===== src/rtl/multicycle_controller_pkg.sv =====
// Shared constants for the multi-cycle RISC-V control path.
// Covers state encodings, opcodes and datapath mux/ALU encodings.
package mc_pkg;

  typedef enum logic [3:0] {
    S_FETCH    = 4'd0,
    S_DECODE   = 4'd1,
    S_MEMADR   = 4'd2,
    S_MEMREAD  = 4'd3,
    S_MEMWB    = 4'd4,
    S_MEMWRITE = 4'd5,
    S_EXECR    = 4'd6,
    S_ALUWB    = 4'd7,
    S_EXECI    = 4'd8,
    S_JAL      = 4'd9,
    S_BEQ      = 4'd10
  } state_t;

  localparam logic [6:0] OP_LW  = 7'b0000011;
  localparam logic [6:0] OP_SW  = 7'b0100011;
  localparam logic [6:0] OP_R   = 7'b0110011;
  localparam logic [6:0] OP_I   = 7'b0010011;
  localparam logic [6:0] OP_BEQ = 7'b1100011;
  localparam logic [6:0] OP_JAL = 7'b1101111;

  localparam logic [1:0] RES_ALUOUT    = 2'b00;
  localparam logic [1:0] RES_DATA      = 2'b01;
  localparam logic [1:0] RES_ALURESULT = 2'b10;

  localparam logic [1:0] SRCA_PC    = 2'b00;
  localparam logic [1:0] SRCA_OLDPC = 2'b01;
  localparam logic [1:0] SRCA_RS1   = 2'b10;

  localparam logic [1:0] SRCB_RS2  = 2'b00;
  localparam logic [1:0] SRCB_IMM  = 2'b01;
  localparam logic [1:0] SRCB_FOUR = 2'b10;

  localparam logic [1:0] ALUOP_ADD   = 2'b00;
  localparam logic [1:0] ALUOP_SUB   = 2'b01;
  localparam logic [1:0] ALUOP_FUNCT = 2'b10;

endpackage


===== src/rtl/multicycle_controller_if.sv =====
// Control-path bundle between the datapath (master) and the controller (slave).
interface multicycle_controller_if #(
  parameter int STATE_W = 4,
  parameter int CNT_W   = 32
);
  logic [6:0]         op;
  logic               zero;
  logic               mem_ready;
  logic               pc_write;
  logic               adr_src;
  logic               mem_write;
  logic               ir_write;
  logic               reg_write;
  logic [1:0]         result_src;
  logic [1:0]         alu_src_a;
  logic [1:0]         alu_src_b;
  logic [1:0]         alu_op;
  logic [1:0]         imm_src;
  logic               illegal_op;
  logic [STATE_W-1:0] state_o;
  logic [CNT_W-1:0]   instret;

  modport master (
    output op, zero, mem_ready,
    input  pc_write, adr_src, mem_write, ir_write, reg_write, result_src,
           alu_src_a, alu_src_b, alu_op, imm_src, illegal_op, state_o, instret
  );

  modport slave (
    input  op, zero, mem_ready,
    output pc_write, adr_src, mem_write, ir_write, reg_write, result_src,
           alu_src_a, alu_src_b, alu_op, imm_src, illegal_op, state_o, instret
  );
endinterface


===== src/rtl/multicycle_controller_imm_src.sv =====
// Combinational opcode-to-immediate-format map, shared with the single-cycle core.
module imm_src_decode
  import mc_pkg::*;
(
  input  logic [6:0] op,
  output logic [1:0] imm_src
);
  always_comb begin
    imm_src = 2'b00;
    case (op)
      OP_SW:   imm_src = 2'b01;
      OP_BEQ:  imm_src = 2'b10;
      OP_JAL:  imm_src = 2'b11;
      default: imm_src = 2'b00;
    endcase
  end
endmodule


===== src/rtl/multicycle_controller.sv =====
// Moore control FSM for the multi-cycle RISC-V core plus retired-instruction counter.
// Define MC_JAL_EN to add the JAL state; otherwise jal decodes as illegal.
module multicycle_controller
  import mc_pkg::*;
#(
  parameter int STATE_W = 4,
  parameter int CNT_W   = 32
) (
  input logic                  clk,
  input logic                  reset,
  multicycle_controller_if.slave bus
);
  state_t           state_reg, state_next, eff_state;
  logic [CNT_W-1:0] instret_reg;
  logic             pc_update, branch, retire;

  imm_src_decode u_imm (.op(bus.op), .imm_src(bus.imm_src));

  // While reset is held the outputs present the FETCH control word.
  assign eff_state   = reset ? S_FETCH : state_reg;
  assign bus.state_o = STATE_W'(eff_state);
  assign bus.instret = instret_reg;
  assign bus.pc_write = pc_update | (branch & bus.zero);

  always_ff @(posedge clk) begin
    if (reset) begin
      state_reg   <= S_FETCH;
      instret_reg <= '0;
    end else begin
      state_reg <= state_next;
      if (retire) instret_reg <= instret_reg + CNT_W'(1);
    end
  end

  always_comb begin
    state_next     = eff_state;
    pc_update      = 1'b0;
    branch         = 1'b0;
    retire         = 1'b0;
    bus.adr_src    = 1'b0;
    bus.mem_write  = 1'b0;
    bus.ir_write   = 1'b0;
    bus.reg_write  = 1'b0;
    bus.illegal_op = 1'b0;
    bus.result_src = RES_ALUOUT;
    bus.alu_src_a  = SRCA_PC;
    bus.alu_src_b  = SRCB_RS2;
    bus.alu_op     = ALUOP_ADD;
    case (eff_state)
      S_FETCH: begin
        bus.ir_write   = bus.mem_ready;
        pc_update      = bus.mem_ready;
        bus.alu_src_b  = SRCB_FOUR;
        bus.result_src = RES_ALURESULT;
        if (bus.mem_ready) state_next = S_DECODE;
      end
      S_DECODE: begin
        bus.alu_src_a = SRCA_OLDPC;
        bus.alu_src_b = SRCB_IMM;
        // Unknown or unsupported opcodes fall to default and abort the instruction.
        case (bus.op)
          OP_LW, OP_SW: state_next = S_MEMADR;
          OP_R:         state_next = S_EXECR;
          OP_I:         state_next = S_EXECI;
          OP_BEQ:       state_next = S_BEQ;
`ifdef MC_JAL_EN
          OP_JAL:       state_next = S_JAL;
`endif
          default: begin
            bus.illegal_op = 1'b1;
            state_next     = S_FETCH;
          end
        endcase
      end
      S_MEMADR: begin
        bus.alu_src_a = SRCA_RS1;
        bus.alu_src_b = SRCB_IMM;
        state_next    = (bus.op == OP_LW) ? S_MEMREAD : S_MEMWRITE;
      end
      S_MEMREAD: begin
        bus.adr_src = 1'b1;
        if (bus.mem_ready) state_next = S_MEMWB;
      end
      S_MEMWB: begin
        bus.result_src = RES_DATA;
        bus.reg_write  = 1'b1;
        retire         = 1'b1;
        state_next     = S_FETCH;
      end
      S_MEMWRITE: begin
        bus.adr_src   = 1'b1;
        bus.mem_write = 1'b1;
        if (bus.mem_ready) begin
          retire     = 1'b1;
          state_next = S_FETCH;
        end
      end
      S_EXECR: begin
        bus.alu_src_a = SRCA_RS1;
        bus.alu_src_b = SRCB_RS2;
        bus.alu_op    = ALUOP_FUNCT;
        state_next    = S_ALUWB;
      end
      S_EXECI: begin
        bus.alu_src_a = SRCA_RS1;
        bus.alu_src_b = SRCB_IMM;
        bus.alu_op    = ALUOP_FUNCT;
        state_next    = S_ALUWB;
      end
      S_ALUWB: begin
        bus.reg_write = 1'b1;
        retire        = 1'b1;
        state_next    = S_FETCH;
      end
`ifdef MC_JAL_EN
      S_JAL: begin
        bus.alu_src_a = SRCA_OLDPC;
        bus.alu_src_b = SRCB_FOUR;
        pc_update     = 1'b1;
        state_next    = S_ALUWB;
      end
`endif
      S_BEQ: begin
        bus.alu_src_a = SRCA_RS1;
        bus.alu_src_b = SRCB_RS2;
        bus.alu_op    = ALUOP_SUB;
        branch        = 1'b1;
        retire        = 1'b1;
        state_next    = S_FETCH;
      end
      default: state_next = S_FETCH;
    endcase
  end
endmodule


===== src/flat_wrapper.sv =====
// flat-port wrapper written by rule: the top's interface ports become plain ports
module multicycle_controller_flat import mc_pkg::*;
#(
  parameter int STATE_W = 4,
  parameter int CNT_W   = 32
)
  (clk, reset, bus_op, bus_zero, bus_mem_ready, bus_pc_write, bus_adr_src, bus_mem_write, bus_ir_write, bus_reg_write, bus_result_src, bus_alu_src_a, bus_alu_src_b, bus_alu_op, bus_imm_src, bus_illegal_op, bus_state_o, bus_instret);
  multicycle_controller_if #(.STATE_W(STATE_W), .CNT_W(CNT_W)) bus_i ();
  input logic clk;
  input logic reset;
  input wire logic [$bits(bus_i.op)-1:0] bus_op;
  input wire logic [$bits(bus_i.zero)-1:0] bus_zero;
  input wire logic [$bits(bus_i.mem_ready)-1:0] bus_mem_ready;
  output wire logic [$bits(bus_i.pc_write)-1:0] bus_pc_write;
  output wire logic [$bits(bus_i.adr_src)-1:0] bus_adr_src;
  output wire logic [$bits(bus_i.mem_write)-1:0] bus_mem_write;
  output wire logic [$bits(bus_i.ir_write)-1:0] bus_ir_write;
  output wire logic [$bits(bus_i.reg_write)-1:0] bus_reg_write;
  output wire logic [$bits(bus_i.result_src)-1:0] bus_result_src;
  output wire logic [$bits(bus_i.alu_src_a)-1:0] bus_alu_src_a;
  output wire logic [$bits(bus_i.alu_src_b)-1:0] bus_alu_src_b;
  output wire logic [$bits(bus_i.alu_op)-1:0] bus_alu_op;
  output wire logic [$bits(bus_i.imm_src)-1:0] bus_imm_src;
  output wire logic [$bits(bus_i.illegal_op)-1:0] bus_illegal_op;
  output wire logic [$bits(bus_i.state_o)-1:0] bus_state_o;
  output wire logic [$bits(bus_i.instret)-1:0] bus_instret;
  assign bus_i.op = bus_op;
  assign bus_i.zero = bus_zero;
  assign bus_i.mem_ready = bus_mem_ready;
  assign bus_pc_write = bus_i.pc_write;
  assign bus_adr_src = bus_i.adr_src;
  assign bus_mem_write = bus_i.mem_write;
  assign bus_ir_write = bus_i.ir_write;
  assign bus_reg_write = bus_i.reg_write;
  assign bus_result_src = bus_i.result_src;
  assign bus_alu_src_a = bus_i.alu_src_a;
  assign bus_alu_src_b = bus_i.alu_src_b;
  assign bus_alu_op = bus_i.alu_op;
  assign bus_imm_src = bus_i.imm_src;
  assign bus_illegal_op = bus_i.illegal_op;
  assign bus_state_o = bus_i.state_o;
  assign bus_instret = bus_i.instret;
  multicycle_controller #(.STATE_W(STATE_W), .CNT_W(CNT_W)) u_core (.clk(clk), .reset(reset), .bus(bus_i));
endmodule

===== config.mk =====
export PLATFORM = sky130hd
export DESIGN_NAME = multicycle_controller_flat
export DESIGN_NICKNAME = d
export VERILOG_FILES = /design/src/rtl/multicycle_controller_pkg.sv /design/src/rtl/multicycle_controller_if.sv /design/src/rtl/multicycle_controller_imm_src.sv /design/src/rtl/multicycle_controller.sv /design/src/flat_wrapper.sv
export SDC_FILE = /design/constraint.sdc
export NUM_CORES = 1
export LEC_CHECK = 0
export ABC_AREA = 1
export ABC_CLOCK_PERIOD_IN_PS = 4100
export BUFFER_PORTS_ARGS = -buffer_cell sky130_fd_sc_hd__buf_2
export CAP_MARGIN = 30
export CORE_MARGIN = 5
export CORE_UTILIZATION = 57
export DETAILED_ROUTE_END_ITERATION = 8
export GPL_TIMING_DRIVEN = 0
export PLACE_DENSITY_LB_ADDON = 0.12
export SYNTH_ARGS = -nofsm -noshare
export SYNTH_HDL_FRONTEND = slang
export SYNTH_SLANG_ARGS = --single-unit
export TNS_END_PERCENT = 30

===== constraint.sdc =====
create_clock -name clk -period 4.1 [get_ports clk]
set_clock_uncertainty 0.15 [all_clocks]
set_input_delay 0.82 -clock clk [delete_from_list [all_inputs] [get_ports clk]]
set_output_delay 0.82 -clock clk [all_outputs]
set_load 0.01 [all_outputs]

# ---- Yosys cells after proc, flatten, opt, wreduce, memory -nomap -nowiden
# Index checks and enable logic that the tools add are counted.
dict set report totals {
  input_bits 11
  wordCells 50
  output_inout_bits 52
  register_bits 36
}
dict set report op_classes {
  reduce_logical 9
  mux 21
  n_eq_ne 15
  addsub 1
  bitwise 2
}
# operator n
set ops {}
lappend ops {{$add 32x1->32 const B} 1}
lappend ops {{$pmux 4 s6} 1}
lappend ops {{$eq 4x3->1 const B} 4}
lappend ops {{$mux 4} 4}
lappend ops {{$pmux 2 s2} 4}
lappend ops {{$pmux 4 s4} 1}
lappend ops {{$eq 7x6->1 const B} 2}
lappend ops {{$eq 7x7->1 const B} 2}
lappend ops {{$eq 4x2->1 const B} 2}
lappend ops {{$eq 4x4->1 const B} 2}
lappend ops {{$mux 1} 8}
lappend ops {{$reduce_or 2->1} 4}
lappend ops {{$eq 7x2->1 const B} 1}
lappend ops {{$eq 7x5->1 const B} 1}
lappend ops {{$pmux 2 s3} 1}
lappend ops {{$reduce_or 3->1} 2}
lappend ops {{$reduce_or 5->1} 1}
lappend ops {{$eq 4x1->1 const B} 1}
lappend ops {{$logic_not 4->1} 1}
lappend ops {{$reduce_or 4->1} 1}
lappend ops {{$mux 3} 1}
lappend ops {{$pmux 1 s2} 1}
lappend ops {{$and 1x1->1} 1}
lappend ops {{$or 1x1->1} 1}

# ---- Logic depth before layout (Yosys ltp)
# Gate-level depths: netlist (run 1).
dict set report logic_depth {
  word_depth 5
  depth_mapped 12
}

# ---- By module
# Synthesis (run 1) repeated with hierarchy kept, for this count alone.
dict set report unflattened {
  hier_cells 406
  hier_area_um2 2402.3
}
# mod area_per_inst_um2 cells_each instances seq_area_each_um2
set modules_own_cells {}
lappend modules_own_cells {multicycle_controller 2333.5 389 1 720.7}
lappend modules_own_cells {imm_src_decode 68.8 17 1 0.0}

# ---- Worst setup path after synthesis (run 1)
# Ideal clock, no wire load.
dict set report synth_path {
  path_kind {in2out}
  from {in reset}
  to {out bus_pc_write}
  arrival_time_ns 1.660
  cell_stages 7
  slack_ns 1.470
  path_buffers 1
  cell_sequence {buf_6 inv_4 nand2_1 nand2_1 nor2_1 nand2_1 nand2_1}
}
dict set report synth_via {
  elab_chain_len 5
  word_cells_on_any_way 7
  classes_between {eq/ne (1); mux (3); bitwise (2); reduce/logical (1)}
}
# item line
set synth_rtl {}
lappend synth_rtl {{start: declaration} flat_wrapper.sv:10} ;# input logic reset;
lappend synth_rtl {{$mux 4 (*)} multicycle_controller.sv:20} ;# assign eff_state = reset ? S_FETCH : state_reg;
lappend synth_rtl {{$eq 4x4->1} multicycle_controller.sv:49} ;# case (eff_state)
lappend synth_rtl {{$mux 1} multicycle_controller.sv:49}
lappend synth_rtl {{$and 1x1->1} multicycle_controller.sv:23} ;# assign bus.pc_write = pc_update | (branch & bus.zero);
lappend synth_rtl {{$or 1x1->1 (*)} multicycle_controller.sv:23}
lappend synth_rtl {{end: declaration} flat_wrapper.sv:14} ;# output wire logic [$bits(bus_i.pc_write)-1:0] bus_pc_write;
# Mark *: on every way between the ends. The rest lies on a longest branch, timed or not.

# ---- Final worst setup path (run 1)
dict set report layout_path {
  from {in reset}
  to {out bus_alu_src_a[1]}
}
dict set report layout_via {
  elab_chain_len 4
  word_cells_on_any_way 8
  classes_between {eq/ne (5); mux (2); reduce/logical (1)}
}
# item line
set layout_rtl {}
lappend layout_rtl {{$mux 4 (*)} multicycle_controller.sv:20}
lappend layout_rtl {{$eq 4x4->1 (tied with other cells)} multicycle_controller.sv:49}
lappend layout_rtl {{$reduce_or 4->1 (no source line)} --}
lappend layout_rtl {{$pmux 2 s2 (*)} multicycle_controller.sv:49}
lappend layout_rtl {{end: declaration} flat_wrapper.sv:20} ;# output wire logic [$bits(bus_i.alu_src_a)-1:0] bus_alu_src_a;
# Marked as above.

==> flow_summary.ini, run 1 <==
[status]
outcome = completed

[clock_network]
post_cts.repair.setup_buffers = 0
cts_resized = 0
max-clock-path-buffers = 2
postCtsHoldBufs = 0
cts.reportedPaths.clkPinSlew_ns = 0.08
clock_tree_from_tritoncts = done
htree_levels = 2
worstSkewPairLatency_ns = 0.29
cts_root_buffer = sky130_fd_sc_hd__clkbuf_8
numCtsBuffers = 5
cts.sinks = 36

[min_path]
timing.hold.worst.start = u_core.bus.instret[31]
hold-path-endpoint = u_core.bus.instret[31]
hold_depth = 2
worstHoldPathType = flip-flop to flip-flop

[critical_path]
reg2reg_from = u_core.bus.instret[0]
timing.rr.end = u_core.bus.instret[20]
kind_of_critical_path = primary input to output pin
worstRegToRegCells = 10
worstPathArrival_ns = 1.77
timing.critical_path.slowest_stage_cell = sky130_fd_sc_hd__nor2_1
setup.worst_path.end_class = output pin
required_ns = 3.13
worst_path_largest_cell_delay_ns = 0.18
startpoint_type = primary input
rrSetupSlack_ns = 2.04
critical_path.cell_chain = buf_6 > inv_4 > nand2_2 > nor2_1 > inv_1 > nor2_1 > inv_1 > nand4_1 > buf_2
crit_path_max_fanout = 7

[final_layout]
total_area_of_multi_input_combinational_cells_mm2 = 0.001398
layout.nets = 498
antenna-diode-count = 0
fill_cell_count = 376
drive_gt1_frac = 0.1745
sequential_cell_area_um2 = 720.7
area_growth_syn_to_fin_pct = 19.39
post_layout_nonfiller_instances = 537
final_core_util = 0.7037
largest_register_ff_count = 32

[timing]
max-slew-margin-rel = 0.6272
final_max_slew_viols = 0
final_critical_path_setup_slack_ns = 1.357
timing.final.hold_violations = 0
totalNegativeSetupSlack_ns = 0
timing_worst_slew_pin_value_ns = 0.5592
finalCritPeriodShare = 0.6691
total_setup_violations_reported_at_the_end_of_the_flow = 0
finalCriticalPeriod_ns = 2.743
rsz0062_at_grt = false
timing.fmax_ghz = 0.3645

[power]
p_leak_uw = 0.001361
power_switching_uw = 152.9
power.density_mw_per_mm2 = 229.7
pwr-share-clk = 0.403
power.share.combinational = 0.058
share_seq_of_total_power = 0.540
max-vdd-ir-drop_v = 0.0001670
p_sw_frac = 0.2348
intPower_uw = 498.2
overall_power_after_layout_uw = 651.1

[logic_synthesis]
number_of_unique_standard_cell_types_used_by_synthesis = 24
yosys_register_bits = 36
syn_nets = 430
syn-mean-instance-area_um2 = 5.681
post_synth_main_area_contributors = sky130_fd_sc_hd__dfxtp_1, sky130_fd_sc_hd__nand2_1, sky130_fd_sc_hd__nor2_1, sky130_fd_sc_hd__nand3_1, sky130_fd_sc_hd__inv_1
synth_sequential_area_ratio = 0.3035
syn_inst = 418
netlist.top_cell.by_area = sky130_fd_sc_hd__dfxtp_1
post-synth-top-area-fraction = 0.3035
cell_area_after_synthesis_mm2 = 0.002375
synth-warning-count = 0

[job]
drv.max_cap_violation_count = 0

[placed_design]
hpwlAfterDp_um = 5079
placed_cells_incl_taps = 529
place_ws_ns = 1.370
buffer_ports.inserted = 61
routabilityCongestion = 0.9207

[die]
start_util = 0.5894
ioPinCount = 63
design.die.area_mm2 = 0.005557
die-width_um = 74.55
y_dimension_of_the_die_um = 74.55
area_of_the_core_mm2 = 0.004029
std_cell_rows = 23

[grt]
grt_start_max_net_pins = 12
initial_antenna_violation_count = 0
grt_first_pass_wirelength_um = 10810
grt_pass1_vias = 2513
tot_gr_track_use = 0.2493
overflow = 0

[routing]
routed-via-count = 2787
drt-wirelength-per-cell_um = 12.13
dr.first_iter.drc_count = 215
wl_um = 6512
detailedRoute.firstPassIterationCount = 5
postRouteAntennaNets = 0
remaining_drc_errors = 0
detail_route.vias_per_cell = 5.190
layout by cell type (no fill, tap or decap), drive strengths merged, types with 2 or more instances in the layout:
| cell | n |
|---|---|
| o21ai | 5 |
| nor3 | 7 |
| inv | 45 |
| nand2 | 147 |
| nor2 | 85 |
| clkbuf | 7 |
| buf | 71 |
| a21oi | 30 |
| nand4 | 9 |
| xor2 | 4 |
| clkinv | 2 |
| nand3 | 35 |
| dfxtp | 36 |
kinds of logic (layout without fill, tap and decap cells):
| logic type | after synthesis | after routing | synth area share |
|---|---|---|---|
| flip-flops | 36 | 36 | 0.3035 |
| AO/OA/AOI/OAI | 35 | 35 | 0.07376 |
| adder cells (fa/ha/maj) | 1 | 1 | 0.005268 |
| XOR/XNOR | 5 | 5 | 0.01844 |
| AND/OR/NAND/NOR | 285 | 285 | 0.4910 |
| buffers and inverters | 56 | 125 | 0.1080 |
worst max-delay path by stage:
stage | start | to | cells after the start
after floorplan | reset | bus_pc_write | 7
after global placement | reset | bus_alu_src_a[1] | 9
after CTS | reset | bus_alu_src_a[1] | 9
final | reset | bus_alu_src_a[1] | 9
after global routing | reset | bus_alu_src_a[1] | 9
after detailed placement | reset | bus_alu_src_a[1] | 9
power by group through the flow:
| stage | logic [µW] | clock network (µW) | registers [µW] |
|---|---|---|---|
| final | 37.4 | 262 | 351 |
| after global placement | 36.7 | 0 | 359 |
| after global routing | 42.0 | 289 | 351 |
| after CTS | 37.8 | 270 | 351 |
| after floorplan | 22.6 | 0 | 359 |
| after detailed placement | 37.4 | 0 | 359 |
worst max-delay path, delay by kind of cell:
| kind | cells | cell delay [ns] |
|---|---|---|
| and+or+nand+nor | 4 | 0.48 |
| buffers and inverters | 5 | 0.47 |
stage by stage:
step | hold WS (ns) | instance area (µm²)
2_1_floorplan | 0.3580 | 2375
3_3_place_gp | 0.3458 | 2743
3_5_place_dp | 0.3350 | 2743
4_1_cts | 0.3487 | 2835
5_1_grt | 0.3643 | 2835
6_report | 0.3466 | 2835
cell type report:
cell class / instances / share of cell area
clock inverters: 2 / 0.003530
inverters: 45 / 0.06046
plain buffers: 11 / 0.03001
well taps: 50 / 0.02207
multi-input cells: 326 / 0.4929
flip-flops and latches: 36 / 0.2542
repair buffers: 61 / 0.1077
clock buffers: 6 / 0.02913
synthesized netlist by cell type:
master                     instances
sky130_fd_sc_hd__nand3_2           1
sky130_fd_sc_hd__nand3_1          34
sky130_fd_sc_hd__a21oi_1          30
sky130_fd_sc_hd__clkbuf_1          1
sky130_fd_sc_hd__dfxtp_1          36
sky130_fd_sc_hd__buf_2             2
sky130_fd_sc_hd__nor2_1           83
sky130_fd_sc_hd__xor2_1            4
sky130_fd_sc_hd__buf_6             4
sky130_fd_sc_hd__buf_4             3
sky130_fd_sc_hd__nor2_2            2
sky130_fd_sc_hd__nand3b_1          1
sky130_fd_sc_hd__nor3_1            7
sky130_fd_sc_hd__ha_1              1
sky130_fd_sc_hd__inv_1            43
sky130_fd_sc_hd__xnor2_1           1
sky130_fd_sc_hd__nand2_2           2
sky130_fd_sc_hd__nand2_1         145
sky130_fd_sc_hd__buf_1             1
sky130_fd_sc_hd__nand4_1           9
sky130_fd_sc_hd__inv_4             1
sky130_fd_sc_hd__inv_2             1
sky130_fd_sc_hd__o21ai_0           5
sky130_fd_sc_hd__nor4_1            1
per-layer routing:
layer | GRT usage | part of all wire
met1 | 0.3152 | 0.44
met2 | 0.4088 | 0.46
met3 | 0.05676 | 0.083
met4 | 0.1008 | 0.017
met5 | 0 | 0
(Power assumes the default switching activity.)
==> inputs of run 2 (changes only) <==
--- a/config.mk
+++ b/config.mk
@@ -5,12 +5,12 @@
 export SDC_FILE = /design/constraint.sdc
 export NUM_CORES = 1
 export LEC_CHECK = 0
-export ABC_AREA = 1
-export ABC_CLOCK_PERIOD_IN_PS = 4100
+export ABC_AREA = 0
+export ABC_CLOCK_PERIOD_IN_PS = 2550
 export BUFFER_PORTS_ARGS = -buffer_cell sky130_fd_sc_hd__buf_2
 export CAP_MARGIN = 30
 export CORE_MARGIN = 5
-export CORE_UTILIZATION = 57
+export CORE_UTILIZATION = 52
 export DETAILED_ROUTE_END_ITERATION = 8
 export GPL_TIMING_DRIVEN = 0
 export PLACE_DENSITY_LB_ADDON = 0.12
==> constraint.sdc (replaced) <==
create_clock -name clk -period 2.55 [get_ports clk]
set_clock_uncertainty 0.15 [all_clocks]
set_input_delay 0.51 -clock clk [delete_from_list [all_inputs] [get_ports clk]]
set_output_delay 0.51 -clock clk [all_outputs]
set_load 0.01 [all_outputs]
==> run 2 against run 1 <==
  * Hold slack got worse by 0.0049 ns
  * Via count fell by 16%
  * Sequential share of layout area rose by 0.70 points
  * Largest power group unchanged
==> flow_summary.ini, run 2 <==
[status]
outcome = completed

[timing]
timing.final.hold_violations = 0
finalCriticalPeriod_ns = 2.393
final_max_slew_viols = 0
finalCritPeriodShare = 0.9386
totalNegativeSetupSlack_ns = 0
timing.fmax_ghz = 0.4178
max-slew-margin-rel = 0.4263
timing_worst_slew_pin_value_ns = 0.8490
total_setup_violations_reported_at_the_end_of_the_flow = 0
rsz0062_at_grt = true

[critical_path]
timing.rr.end = u_core.bus.instret[29]
timing.critical_path.slowest_stage_cell = sky130_fd_sc_hd__clkbuf_1
startpoint_type = primary input
cp_most_frequent_cell = sky130_fd_sc_hd__clkbuf_1
crit_path_max_fanout = 10
rrSetupSlack_ns = 0.38
critical_path.cell_chain = clkbuf_1 > clkbuf_1 > nor2b_1 > nor4_1 > buf_2
worstPathArrival_ns = 1.73
setup.worst_path.end_class = output pin
worst_path_largest_cell_delay_ns = 0.40
required_ns = 1.89
reg2reg_from = u_core.bus.instret[9]
kind_of_critical_path = primary input to output pin
worstRegToRegCells = 5

[die]
area_of_the_core_mm2 = 0.004294
y_dimension_of_the_die_um = 76.21
die-width_um = 76.21
ioPinCount = 63
design.die.area_mm2 = 0.005808
start_util = 0.5309
std_cell_rows = 24

[logic_synthesis]
synth_most_common_cell = sky130_fd_sc_hd__dfxtp_1
post_synth_main_area_contributors = sky130_fd_sc_hd__dfxtp_1, sky130_fd_sc_hd__a21oi_1, sky130_fd_sc_hd__nor2b_1, sky130_fd_sc_hd__o31ai_1, sky130_fd_sc_hd__or4_1
synth_flop_cell = sky130_fd_sc_hd__dfxtp_1
synth.cells.most_frequent = sky130_fd_sc_hd__dfxtp_1, sky130_fd_sc_hd__a21oi_1, sky130_fd_sc_hd__nor2_1, sky130_fd_sc_hd__nor2b_1
synth_sequential_area_ratio = 0.3161
synth-async-reset-ratio = 0
post-synth-top-area-fraction = 0.3161
cell_area_after_synthesis_mm2 = 0.002280
synth-edff-count = 0
syn-mean-instance-area_um2 = 8.200
syn_inst = 278
yosys_register_bits = 36
number_of_unique_standard_cell_types_used_by_synthesis = 52
syn_nets = 290
netlist.top_cell.by_area = sky130_fd_sc_hd__dfxtp_1
synth-warning-count = 0

[grt]
tot_gr_track_use = 0.1985
initial_antenna_violation_count = 0
grt_start_max_net_pins = 13
grt_pass1_vias = 2192
grt_first_pass_wirelength_um = 9936
overflow = 0

[clock_network]
postCtsHoldBufs = 0
max-clock-path-buffers = 2
cts.reportedPaths.clkPinSlew_ns = 0.08
htree_levels = 2
clock_tree_from_tritoncts = done
cts_root_buffer = sky130_fd_sc_hd__clkbuf_8
worstSkewPairLatency_ns = 0.29
numCtsBuffers = 5
post_cts.repair.setup_buffers = 0
cts.sinks = 36

[routing]
detailedRoute.firstPassIterationCount = 4
drt-wirelength-per-cell_um = 14.39
routed-via-count = 2340
postRouteAntennaNets = 0
wl_um = 5726
dr.first_iter.drc_count = 133
remaining_drc_errors = 0
detail_route.vias_per_cell = 5.879

[placed_design]
routabilityCongestion = 0.7977
hpwlAfterDp_um = 4220
buffer_ports.inserted = 60

[power]
power_switching_uw = 263.0
intPower_uw = 883.4
power.density_mw_per_mm2 = 415.5
p_leak_uw = 0.001132
p_sw_frac = 0.2295
power.share.combinational = 0.067
share_seq_of_total_power = 0.492
max-vdd-ir-drop_v = 0.0002660
pwr-share-clk = 0.441
overall_power_after_layout_uw = 1146

[final_layout]
area_growth_syn_to_fin_pct = 21.02
drive_gt1_frac = 0.2717
largest_register_ff_count = 32
layout.cells.most_common = sky130_fd_sc_hd__buf_2
antenna-diode-count = 0
layout.nets = 357
commonest_cells_after_routing_fill_and_taps_aside = sky130_fd_sc_hd__buf_2, sky130_fd_sc_hd__dfxtp_1, sky130_fd_sc_hd__a21oi_1, sky130_fd_sc_hd__nor2_1, sky130_fd_sc_hd__nor2b_1

[min_path]
timing.hold.worst.start = u_core.bus.instret[17]
hold-path-endpoint = u_core.bus.instret[17]
worstHoldPathType = flip-flop to flip-flop
hold_depth = 2

[job]
drv.max_cap_violation_count = 0
-- run 2: cell types whose count changed in the layout (fill, tap and decap cells not counted), sizes merged, moves of 5 or more --
cell	previous run	this run
nor4	1	11
inv	45	6
or4	0	13
or3	0	7
mux2	0	12
nor2b	0	17
clkbuf	7	15
a21o	0	5
nand2	147	10
nor2	85	19
o31ai	0	13
nand3	35	13
-- run 2: area by class of cell --
class	instances	area, µm²
clock buffer	5	68.82
fill	414	1535
clock inverter	3	42.54
multi-input combinational	213	1390
sequential	36	720.7
tap	52	65.06
timing repair buffer	60	300.3
inverter	6	22.52
buffer	23	148.9
-- run 2: how the worst max path moves through the flow --
stage | start | endpoint | slack, ns | cells past startpoint
finish | reset | bus_result_src[0] | 0.16 | 5
global route | u_core.state_reg[1] | bus_alu_src_b[0] | -0.03 | 7
CTS | u_core.state_reg[3] | bus_pc_write | 0.03 | 5
detailed placement | reset | bus_state_o[3] | -0.03 | 5
global placement | reset | bus_state_o[3] | -0.04 | 5
floorplan | reset | bus_illegal_op | 0.08 | 5
-- run 2: cell families after synthesis --
family | count (synthesis) | synth area share
flip-flops | 36 | 0.3161
adder cells (fa/ha/maj) | 1 | 0.005488
XOR/XNOR | 4 | 0.01537
AO/OA/AOI/OAI | 62 | 0.1723
multiplexers | 13 | 0.06531
AND/OR/NAND/NOR | 133 | 0.3513
buffers and inverters | 29 | 0.07410
-- run 2: repair_timing --
item / 4_1_cts / 5_1_grt
pin swaps: 0 / 0
resized for setup: 1 / 2
endpoints found under the setup margin: 1 / 6
-- run 2: power by group through the flow --
| stage | clock network (µW) | registers, µW | logic [µW] |
|---|---|---|---|
| 2_1_floorplan | 0 | 577 | 49.2 |
| 3_3_place_gp | 0 | 577 | 76.1 |
| 3_5_place_dp | 0 | 577 | 77.4 |
| 4_1_cts | 512 | 564 | 78.0 |
| 5_1_grt | 547 | 564 | 86.9 |
| 6_report | 505 | 564 | 77.3 |
-- run 2: metal layers --
| layer | global-route usage | wire length (µm) | up-vias |
|---|---|---|---|
| met3 | 0.03546 | 297 | 7 |
| li1 | - | - | 1173 |
| met2 | 0.3228 | 2718 | 60 |
| met5 | 0 | 0 | - |
| met1 | 0.2669 | 2650 | 1100 |
| met4 | 0.05944 | 60 | 0 |
-- run 2: per-stage QoR --
stage	utilization	hold slack, ns	setup WS (ns)	cells	cell area [µm²]
6_report	0.6425	0.3417	0.1565	398	2759
2_1_floorplan	-	0.3538	0.08457	278	2280
4_1_cts	0.6422	0.3465	0.02769	398	2758
3_5_place_dp	0.6160	0.3351	-0.03487	390	2645
5_1_grt	0.6425	0.3820	-0.03254	398	2759
3_3_place_gp	0.6160	0.3235	-0.04161	390	2645
-- run 2: critical path, delay by kind of cell --
family        cells  cell delay [ns]
buf+inv           3             0.84
simple gates      2             0.38
